`src/rtl/digit_classifier_pkg.sv`:
```
// Shared types, feature-code layout and code-to-digit lookup for digit_feature_classifier.
package digit_classifier_pkg;

    typedef enum logic [1:0] {
        IDLE   = 2'd0,
        SCAN   = 2'd1,
        DECIDE = 2'd2,
        COMMIT = 2'd3
    } state_t;

    // Feature code layout {vcnt[1:0], l1, r1, l2, r2}; horizontal segment indices match bit positions.
    localparam int unsigned FC_W    = 6;
    localparam int unsigned FC_R2   = 0;
    localparam int unsigned FC_L2   = 1;
    localparam int unsigned FC_R1   = 2;
    localparam int unsigned FC_L1   = 3;
    localparam int unsigned SEG_V   = 4;
    localparam int unsigned NUM_SEG = 5;

    localparam logic [3:0] DIGIT_NONE = 4'hF;

    function automatic logic [3:0] code_to_digit(input logic [FC_W-1:0] code);
        logic [3:0] digit;
        digit = DIGIT_NONE;
        case (code)
            6'b10_1111: digit = 4'd0;
            6'b01_1010: digit = 4'd1;
            6'b01_0101: digit = 4'd1;
            6'b11_0110: digit = 4'd2;
            6'b11_0101: digit = 4'd3;
            6'b10_1110: digit = 4'd4;
            6'b11_1001: digit = 4'd5;
            6'b11_1011: digit = 4'd6;
            6'b10_0110: digit = 4'd7;
            6'b11_1111: digit = 4'd8;
            6'b11_1101: digit = 4'd9;
            default:    digit = DIGIT_NONE;
        endcase
        return digit;
    endfunction

endpackage

```
`src/rtl/digit_feature_classifier_crossing_detector.sv`:
```
// Per-segment background-to-stroke crossing detector with its own pixel history.
// DIGIT_MINRUN_EN: a crossing needs background, stroke, stroke (run of >= 2 stroke pixels).
module crossing_detector (
    input  logic clk,
    input  logic rst,
    input  logic clr,
    input  logic hit,
    input  logic pix,
    output logic cross_c
);

`ifdef DIGIT_MINRUN_EN
    logic [1:0] hist;

    always_ff @(posedge clk) begin
        if (rst || clr) begin
            hist <= 2'b00;
        end else if (hit) begin
            hist <= {hist[0], pix};
        end
    end

    assign cross_c = hit && pix && (hist == 2'b01);
`else
    logic prev;

    always_ff @(posedge clk) begin
        if (rst || clr) begin
            prev <= 1'b0;
        end else if (hit) begin
            prev <= pix;
        end
    end

    assign cross_c = hit && pix && !prev;
`endif

endmodule

```
`src/rtl/digit_feature_classifier.sv`:
```
// Streaming crossing-feature digit classifier: scan-line crossing features, lookup, frame debounce.
// Optional macro DIGIT_MINRUN_EN selects the 2-pixel minimum-run crossing rule in crossing_detector.
module digit_feature_classifier
    import digit_classifier_pkg::*;
#(
    parameter int unsigned COORD_W       = 10,
    parameter int unsigned ROW1_NUM      = 2,
    parameter int unsigned ROW1_DEN      = 5,
    parameter int unsigned ROW2_NUM      = 2,
    parameter int unsigned ROW2_DEN      = 3,
    parameter int unsigned STABLE_FRAMES = 3,
    parameter int unsigned SC_W          = 3
) (
    input  logic                 clk,
    input  logic                 rst,
    input  logic                 en,
    input  logic                 iFrameStart,
    input  logic                 iFrameEnd,
    input  logic [2*COORD_W-1:0] iEdge_Row,
    input  logic [2*COORD_W-1:0] iEdge_Col,
    input  logic [COORD_W-1:0]   iRow,
    input  logic [COORD_W-1:0]   iCol,
    input  logic                 iPix,
    output logic [FC_W-1:0]      oRecognition,
    output logic                 oFrameDone,
    output logic [3:0]           oDigital,
    output logic                 oUpdate
);

    localparam int unsigned AW = COORD_W + 3;
    localparam logic [SC_W-1:0] STABLE_MAX = SC_W'(STABLE_FRAMES);

    state_t             state;
    logic [COORD_W-1:0] top, bottom, left, right;
    logic [COORD_W-1:0] y_col, x1_row, x2_row;
    logic               degen;
    logic [1:0]         vcnt;
    logic [3:0]         hflags;
    logic [3:0]         frame_digit, candidate;
    logic [SC_W-1:0]    stable_cnt;

    logic [COORD_W-1:0] e_top_c, e_bot_c, e_left_c, e_right_c;
    logic [COORD_W-1:0] y_c, x1_c, x2_c;
    logic               start_c, scan_c, in_left_c, in_right_c;
    logic [NUM_SEG-1:0] hit_c, cross_c;
    logic [FC_W-1:0]    code_c;
    logic [3:0]         cand_next_c;
    logic [SC_W-1:0]    cnt_next_c;

    assign e_top_c   = iEdge_Row[COORD_W-1:0];
    assign e_bot_c   = iEdge_Row[2*COORD_W-1:COORD_W];
    assign e_left_c  = iEdge_Col[COORD_W-1:0];
    assign e_right_c = iEdge_Col[2*COORD_W-1:COORD_W];

    // Scan-line geometry computed in AW bits, truncated back to pixel coordinates.
    assign y_c  = COORD_W'((AW'(e_left_c) + AW'(e_right_c)) >> 1);
    assign x1_c = COORD_W'(AW'(e_top_c)
                  + (AW'(e_bot_c) - AW'(e_top_c)) * AW'(ROW1_NUM) / AW'(ROW1_DEN));
    assign x2_c = COORD_W'(AW'(e_top_c)
                  + (AW'(e_bot_c) - AW'(e_top_c)) * AW'(ROW2_NUM) / AW'(ROW2_DEN));

    assign start_c    = iFrameStart && ((state == IDLE) || (state == SCAN));
    assign scan_c     = (state == SCAN) && en && !iFrameStart && !degen;
    assign in_left_c  = (iCol > left) && (iCol < y_col);
    assign in_right_c = (iCol > y_col) && (iCol < right);

    always_comb begin
        hit_c        = '0;
        hit_c[SEG_V] = scan_c && (iCol == y_col) && (iRow > top) && (iRow < bottom);
        hit_c[FC_L1] = scan_c && (iRow == x1_row) && in_left_c;
        hit_c[FC_R1] = scan_c && (iRow == x1_row) && in_right_c;
        hit_c[FC_L2] = scan_c && (iRow == x2_row) && in_left_c;
        hit_c[FC_R2] = scan_c && (iRow == x2_row) && in_right_c;
    end

    for (genvar s = 0; s < NUM_SEG; s++) begin : g_seg
        crossing_detector u_det (
            .clk     (clk),
            .rst     (rst),
            .clr     (start_c),
            .hit     (hit_c[s]),
            .pix     (iPix),
            .cross_c (cross_c[s])
        );
    end

    assign code_c = {vcnt, hflags};

    // Debounce: a repeat of the candidate counts up, anything else restarts the run.
    always_comb begin
        cand_next_c = candidate;
        cnt_next_c  = stable_cnt;
        if (frame_digit == candidate) begin
            if (stable_cnt < STABLE_MAX) begin
                cnt_next_c = stable_cnt + SC_W'(1);
            end
        end else begin
            cand_next_c = frame_digit;
            cnt_next_c  = SC_W'(1);
        end
    end

    always_ff @(posedge clk) begin
        if (rst) begin
            state        <= IDLE;
            top          <= '0;
            bottom       <= '0;
            left         <= '0;
            right        <= '0;
            y_col        <= '0;
            x1_row       <= '0;
            x2_row       <= '0;
            degen        <= 1'b0;
            vcnt         <= '0;
            hflags       <= '0;
            frame_digit  <= DIGIT_NONE;
            candidate    <= DIGIT_NONE;
            stable_cnt   <= '0;
            oRecognition <= '0;
            oFrameDone   <= 1'b0;
            oDigital     <= DIGIT_NONE;
            oUpdate      <= 1'b0;
        end else begin
            oFrameDone <= 1'b0;
            oUpdate    <= 1'b0;
            if (start_c) begin
                top    <= e_top_c;
                bottom <= e_bot_c;
                left   <= e_left_c;
                right  <= e_right_c;
                y_col  <= y_c;
                x1_row <= x1_c;
                x2_row <= x2_c;
                degen  <= (e_bot_c <= e_top_c) || (e_right_c <= e_left_c);
                vcnt   <= '0;
                hflags <= '0;
                state  <= SCAN;
            end else begin
                case (state)
                    IDLE: begin
                        state <= IDLE;
                    end
                    SCAN: begin
                        if (cross_c[SEG_V] && (vcnt != 2'd3)) begin
                            vcnt <= vcnt + 2'd1;
                        end
                        hflags <= hflags | cross_c[3:0];
                        if (iFrameEnd) begin
                            state <= DECIDE;
                        end
                    end
                    DECIDE: begin
                        oRecognition <= code_c;
                        oFrameDone   <= 1'b1;
                        frame_digit  <= code_to_digit(code_c);
                        state        <= COMMIT;
                    end
                    COMMIT: begin
                        candidate  <= cand_next_c;
                        stable_cnt <= cnt_next_c;
                        if ((cnt_next_c >= STABLE_MAX) && (cand_next_c != oDigital)) begin
                            oDigital <= cand_next_c;
                            oUpdate  <= 1'b1;
                        end
                        state <= IDLE;
                    end
                    default: begin
                        state <= IDLE;
                    end
                endcase
            end
        end
    end

endmodule

```
`config.mk`:
```
export PLATFORM = sky130hd
export DESIGN_NAME = digit_feature_classifier
export DESIGN_NICKNAME = d
export VERILOG_FILES = /design/src/rtl/digit_classifier_pkg.sv /design/src/rtl/digit_feature_classifier_crossing_detector.sv /design/src/rtl/digit_feature_classifier.sv
export SDC_FILE = /design/constraint.sdc
export NUM_CORES = 1
export LEC_CHECK = 0
export CORE_MARGIN = 2
export CORE_UTILIZATION = 40
export DETAILED_ROUTE_END_ITERATION = 6
export PLACE_DENSITY = 0.58
export SLEW_MARGIN = 30
export SYNTH_ARGS = -nofsm -noshare
export SYNTH_HDL_FRONTEND = slang
export SYNTH_SLANG_ARGS = --single-unit
export TNS_END_PERCENT = 30
```
`constraint.sdc`:
```
create_clock -name clk -period 11.6 [get_ports clk]
set_input_delay 1.74 -clock clk [delete_from_list [all_inputs] [get_ports clk]]
set_output_delay 1.74 -clock clk [all_outputs]
set_load 0.02 [all_outputs]
```
## Word level (Yosys, flattened, before mapping)

Cells that the tools add are included.

| storage, ports and cells | value |
|---|---|
| flip-flop bits (word level) | 107 |
| input bits | 66 |
| output and inout bits | 12 |

| operators by class | value |
|---|---|
| add/sub/neg operators | 6 |
| divide/modulo/power cells | 2 |
| magnitude comparators | 10 |
| equal/unequal tests | 22 |
| multiplexer cells | 9 |
| bitwise logic cells | 3 |
| reductions and logical operators | 46 |

Operators with widths:

| operator | number |
|---|---|
| equality test 6 bit (second input constant) | 9 |
| case mux 4 bit (10 select lines) | 1 |
| equality test 10 bit | 3 |
| > comparator 10 bit | 3 |
| < comparator 10 bit | 3 |
| logical AND 1 bit | 27 |
| adder 10 bit | 2 |
| <= comparator 10 bit | 2 |
| divider 13 x 2 -> 13 bit (second input constant) | 1 |
| divider 13 x 3 -> 13 bit (second input constant) | 1 |
| equality test 6 x 5 -> 1 bit (second input constant) | 2 |
| adder 10 x 10 -> 11 bit | 1 |
| subtractor 10 x 10 -> 11 bit | 1 |
| logical NOT 1 bit | 7 |
| 2-to-1 mux 3 bit | 2 |
| case mux 2 bit (3 select lines) | 1 |
| AND reduction 2 bit | 3 |
| OR reduction 2 bit | 3 |
| equality test 2 bit (second input constant) | 2 |
| equality test 4 bit | 1 |
| 2-to-1 mux 4 bit | 1 |
| inequality test 2 bit (second input constant) | 2 |
| inequality test 4 bit | 1 |
| bitwise OR 4 bit | 1 |
| 13 further kinds | 18 |

## Depth between registers and ports, before layout

| logic depth | value |
|---|---|
| depth after elaboration | 11 |
| depth in mapped cells | 52 |
| gate-level depth less buffers | 50 |

## Hierarchy

From an unflattened synthesis, not the netlist that was laid out.

| second synthesis, totals | value |
|---|---|
| cell total of the unflattened synthesis | 1,440 |
| area total of the unflattened synthesis | 10,623.9 µm² |

By module, submodules not included:

| module | instances | cells an instance | area an instance (µm²) |
|---|---|---|---|
| digit_feature_classifier | 1 | 1,415 | 10,392.5 |
| crossing_detector | 5 | 5 | 46.3 |

## Worst setup path after synthesis

OpenSTA, ideal clock, no wires.

| path | value |
|---|---|
| kind | input port to flip-flop |
| from | input port iEdge_Row[10] |
| to | register x1_row[8] |
| setup time | 0.070 ns |
| data arrival time | 11.135 ns |
| required time | 11.530 ns |
| path slack | 0.395 ns |
| stages | 46 |
| buffers on the path | 2 |
| cells stage by stage | inv_1 ha_1 inv_1 fa_1 a211oi_2 o21ai_2 a221o_1 clkinv_4 ha_1 clkbuf_1 clkbuf_1 a211oi_1 o32ai_1 nand3_1 mux2_2 and4_1 o21a_1 or4_1 [... 10 more ...] nand2_1 a21oi_1 a311oi_1 a21o_1 o21ai_0 a2111oi_0 o211ai_1 ha_1 fa_1 a21o_1 a21o_1 a21o_1 a21oi_1 o21bai_1 a21oi_1 xnor2_1 nand2_1 a21oi_1 |

| on the way | value |
|---|---|
| cells in the longest elaborated chain, start to end | 3 |

RTL lines:

| element | line | source |
|---|---|---|
| from (decl) | digit_feature_classifier.sv:19 | `input logic [2*COORD_W-1:0] iEdge_Row,` |
| subtractor 10 x 10 -> 11 bit | digit_feature_classifier.sv:58 | `+ (AW'(e_bot_c) - AW'(e_top_c)) * AW'(ROW1_NUM) / AW'(ROW1_DEN));` |
| divider 13 x 3 -> 13 bit | digit_feature_classifier.sv:58 |  |
| adder 10 bit | digit_feature_classifier.sv:58 |  |
| to (signal assigned) | digit_feature_classifier.sv:111 | `x1_row <= '0;` |
| to (signal assigned) | digit_feature_classifier.sv:132 | `x1_row <= x1_c;` |
| to (decl) | digit_feature_classifier.sv:35 | `logic [COORD_W-1:0] y_col, x1_row, x2_row;` |

No other way between the ends.
A chain may end at the register's enable or synchronous reset.

## Worst setup path after layout

Ends and elaborated chain as after synthesis.

==> flow_summary.toml <==
[yosys]
synthFlopType = "dfxtp_1"
yosys.area.top_type = "dfxtp_1"
synthesis.yosys.warnings = 0
synth.distinct_cells = 102
mappedNetlistArea_um2 = 11000
ys_seq_area_share_pct = 19.5
post_synthesis_cell_count = 1501
ys_async_sr_fraction_pct = 0
dominant_cell_by_count_in_the_synthesized_netlist = "nand2_1"
synth.ff_latch_count = 107
synth.cells.most_frequent = "195 x nand2_1, 147 x a21oi_1, 143 x nor2_1, 110 x inv_1, 109 x ha_1"
synth_edf_count = 0
synth_top_area_share_pct = 19.5
syn_avg_cell_area_um2 = 7.31
yosys-top-cells-area = "dfxtp_1 20%, ha_1 12%, a21oi_1 6.7%"
syn-num-nets = 1680

[job]
cap_viol_max_count = 0

[detailed_routing]
avgViaCountPerCell = 5.47
firstDrtPassIters = 6
drc_errors = 0
ant_nets = 0
num_vias = 11600
finalWirelength_um = 34300
drt-initial-drc-count = 619
routed_wire_length_per_instance_um = 16.2

[setup_path]
worst_r2r_endpoint = "vcnt[1]"
worst-path-stages = 48
timing.critical_path.to_type = "flip-flop"
launch_point_of_the_critical_path = "iEdge_Row[10]"
timing.critical_path.mode_cell = "a21o_1"
critical_path.reg2reg.startpoint = "bottom[1]"
cp_max_fo = 6
path_class = "in2reg"
cp_top_family = "compound AO/OA/AOI/OAI gates"
setup.worst_path.start_class = "primary input"
r2r_cells = 15
arrival_ns = 11.38
max_stage_delay_ns = 0.53
critPathBufInv = 8
reg2reg_setup_slack_ns = 8.46
worst-endpoint-required_ns = 11.88
cp_slowest_cell = "or4_4"
critical_path.endpoint = "x1_row[8]"

[clocking]
cts.htree.levels = 3
worst_setup_hold_path_clk_slew_ns = 0.08
tritoncts = "done"
tritoncts_num_sinks = 107
root_buffer = "clkbuf_16"
cts-buffers-inserted = 9
clock_insertion_delay_worst_skew_ns = 0.35
ctsLongestPathBuffers = 2

[outcome]
status = "completed"

[pwr]
power_density_nw_per_um2 = 293
comb_power_share_pct = 82.8
cellLeakagePower_nw = 6.18
power.share.switching_pct = 47.8
ir_worst_vdd_v = 0.000247
sequentialPowerShare_pct = 10.2
switchingPower_w = 0.00203
power_frac_clock_pct = 7.0
internal_power_w = 0.00221

[sta]
slew_headroom_pct = 47.9
max_clock_freq_mhz = 90.1
max_slew_violations = 0
layout_min_cycle_time_ns = 11.10
finalHoldWorstSlack_ns = 0.455
finClkSkew_ns = 0.00728
worst_slew_pin_slew_ns = 0.778
setup_viol = 0
timing.final.hold_violations = 0
fin_ws_ns = 0.499
layout_worst_path_cycle_share_pct = 95.7
fin_tns_setup_ns = 0

[die]
floorplan.rows = 60
die-width_um = 170
dieArea_um2 = 28800
io-pin-count = 78
chipHeight_um = 170
floorplan.core_area_um2 = 27000
start_util_pct = 40.7

[grt]
groute.layer.met3.usage_pct = 2.47
busiest_layer = "met2"
antenna_violations_before_repair = 1
gr-total-overflow = 0
vias_in_the_first_global_route = 11200
grt_util_all_layers_pct = 23.4
grt_start_max_net_pins = 95
grt_first_pass_wirelength_um = 55300
grtUsageMet1_pct = 30.1
met2_usage_pct = 41.2

[worst_hold_path]
timing.hold.worst.class = "reg2reg"

[layout]
fin_nets = 1948
layoutNonFillerInstCount = 2115
post-route-cell-area_um2 = 14500
insertedDiodeCount = 0
layout-drive-gt1-share_pct = 21.5
area_growth_syn_to_layout_pct = 32.1

[place]
post_dp_cell_area_um2 = 13700
numPlacedInstances = 2085
place.detailed.hpwl_um = 26800
place_worst_setup_slack_ns = -0.586
place_congestion = 0.884
io_buffers = 77
## how the worst min path moves through the flow
stage / startpoint / to / slack [ns] / cells after the start
after CTS: right[0] / right[0] / 0.46 / 2
after global placement: right[0] / right[0] / 0.44 / 2
final: right[0] / right[0] / 0.45 / 2
after global routing: bottom[5] / bottom[5] / 0.47 / 2
after detailed placement: right[0] / right[0] / 0.44 / 2
after floorplan: right[0] / right[0] / 0.43 / 2
## power by group through the flow
stage	combinational [W]	clock, W	sequential [W]
finish	0.00352	0.000297	0.000432
global route	0.00385	0.000318	0.000436
CTS	0.00320	0.000303	0.000432
detailed placement	0.00316	0	0.000441
global placement	0.00316	0	0.000440
floorplan	0.00201	0	0.000433
## cell usage in the layout, fill, tap and decap left out, drive strengths merged, types with 10 or more instances in the layout
cell	instances
a211o	14
a211oi	32
a21o	30
a21oi	150
a311oi	11
a31oi	11
buf	258
clkdlybuf4s50	67
dfxtp	107
ha	109
inv	115
mux2i	23
nand2	196
nand2b	17
nand3	40
nand4	19
nor2	144
nor2b	15
nor3	43
o2111ai	10
o211ai	19
o21a	14
o21ai	64
or2	12
xnor2	42
xor2	43
## kinds of logic (layout without fill, tap and decap cells)
logic type               count (synthesis)  in the layout  synth area share [%]
AO/OA/AOI/OAI                          443            443                  27.9
multiplexers                            29             29                  2.75
flip-flops                             107            107                  19.5
adder cells (fa/ha/maj)                116            116                  13.4
buffers and inverters                  190            463                  7.00
XOR/XNOR                                85             85                  7.05
AND/OR/NAND/NOR                        531            531                  22.3
## through the flow
step                      utilization [%]  power [W]
final                                53.8    0.00425
after global routing                 53.8    0.00460
after CTS                            51.9    0.00394
after detailed placement             50.8    0.00360
after global placement               50.8    0.00359
after floorplan                         -    0.00244
## worst register-to-register path: stages, from the launching register on
cell and delay [ns]:
dfxtp_1 0.33, inv_1 0.05, ha_1 0.26, a21oi_1 0.13
nor2b_1 0.06, o21ai_0 0.17, nand2b_1 0.11, a21oi_1 0.17
nor2b_1 0.06, o21ai_0 0.16, nand2b_1 0.07, a21oi_1 0.19
o211ai_1 0.23, or4_1 0.60, or2_2 0.31, a21oi_1 0.15
## layer usage
layer	vias up	wire (um)
met4	2	687
met3	48	1240
li1	5899	-
met5	-	13
met1	5394	15700
met2	231	16700
## cell type report
type,instances,area [um2]
fill,2614,12400
multi-input combinational,1204,8460
timing repair buffer,334,2760
sequential,107,2140
inverter,113,432
tap,341,427
clock buffer,9,225
clock inverter,7,58.8
## sequential cells by signal, indices dropped and copies added (netlist names), 4 cells and up
name / cells
candidate: 4
bottom: 10
x2_row: 10
right: 10
x1_row: 10
oDigital: 4
left: 10
y_col: 10
top: 10
hflags: 4
oRecognition: 6
g_seg.u_det.prev: 5
frame_digit: 4
## timing repair
| action | in CTS | in global routing |
|---|---|---|
| hold buffers | 0 | 0 |
| cloned | 0 | 0 |
| gates resized for setup | 5 | 83 |
| setup endpoints to repair | 3 | 6 |
| pin swaps | 1 | 33 |
| setup buffers | 0 | 14 |
Note: power is estimated with default switching activity, not from simulation.
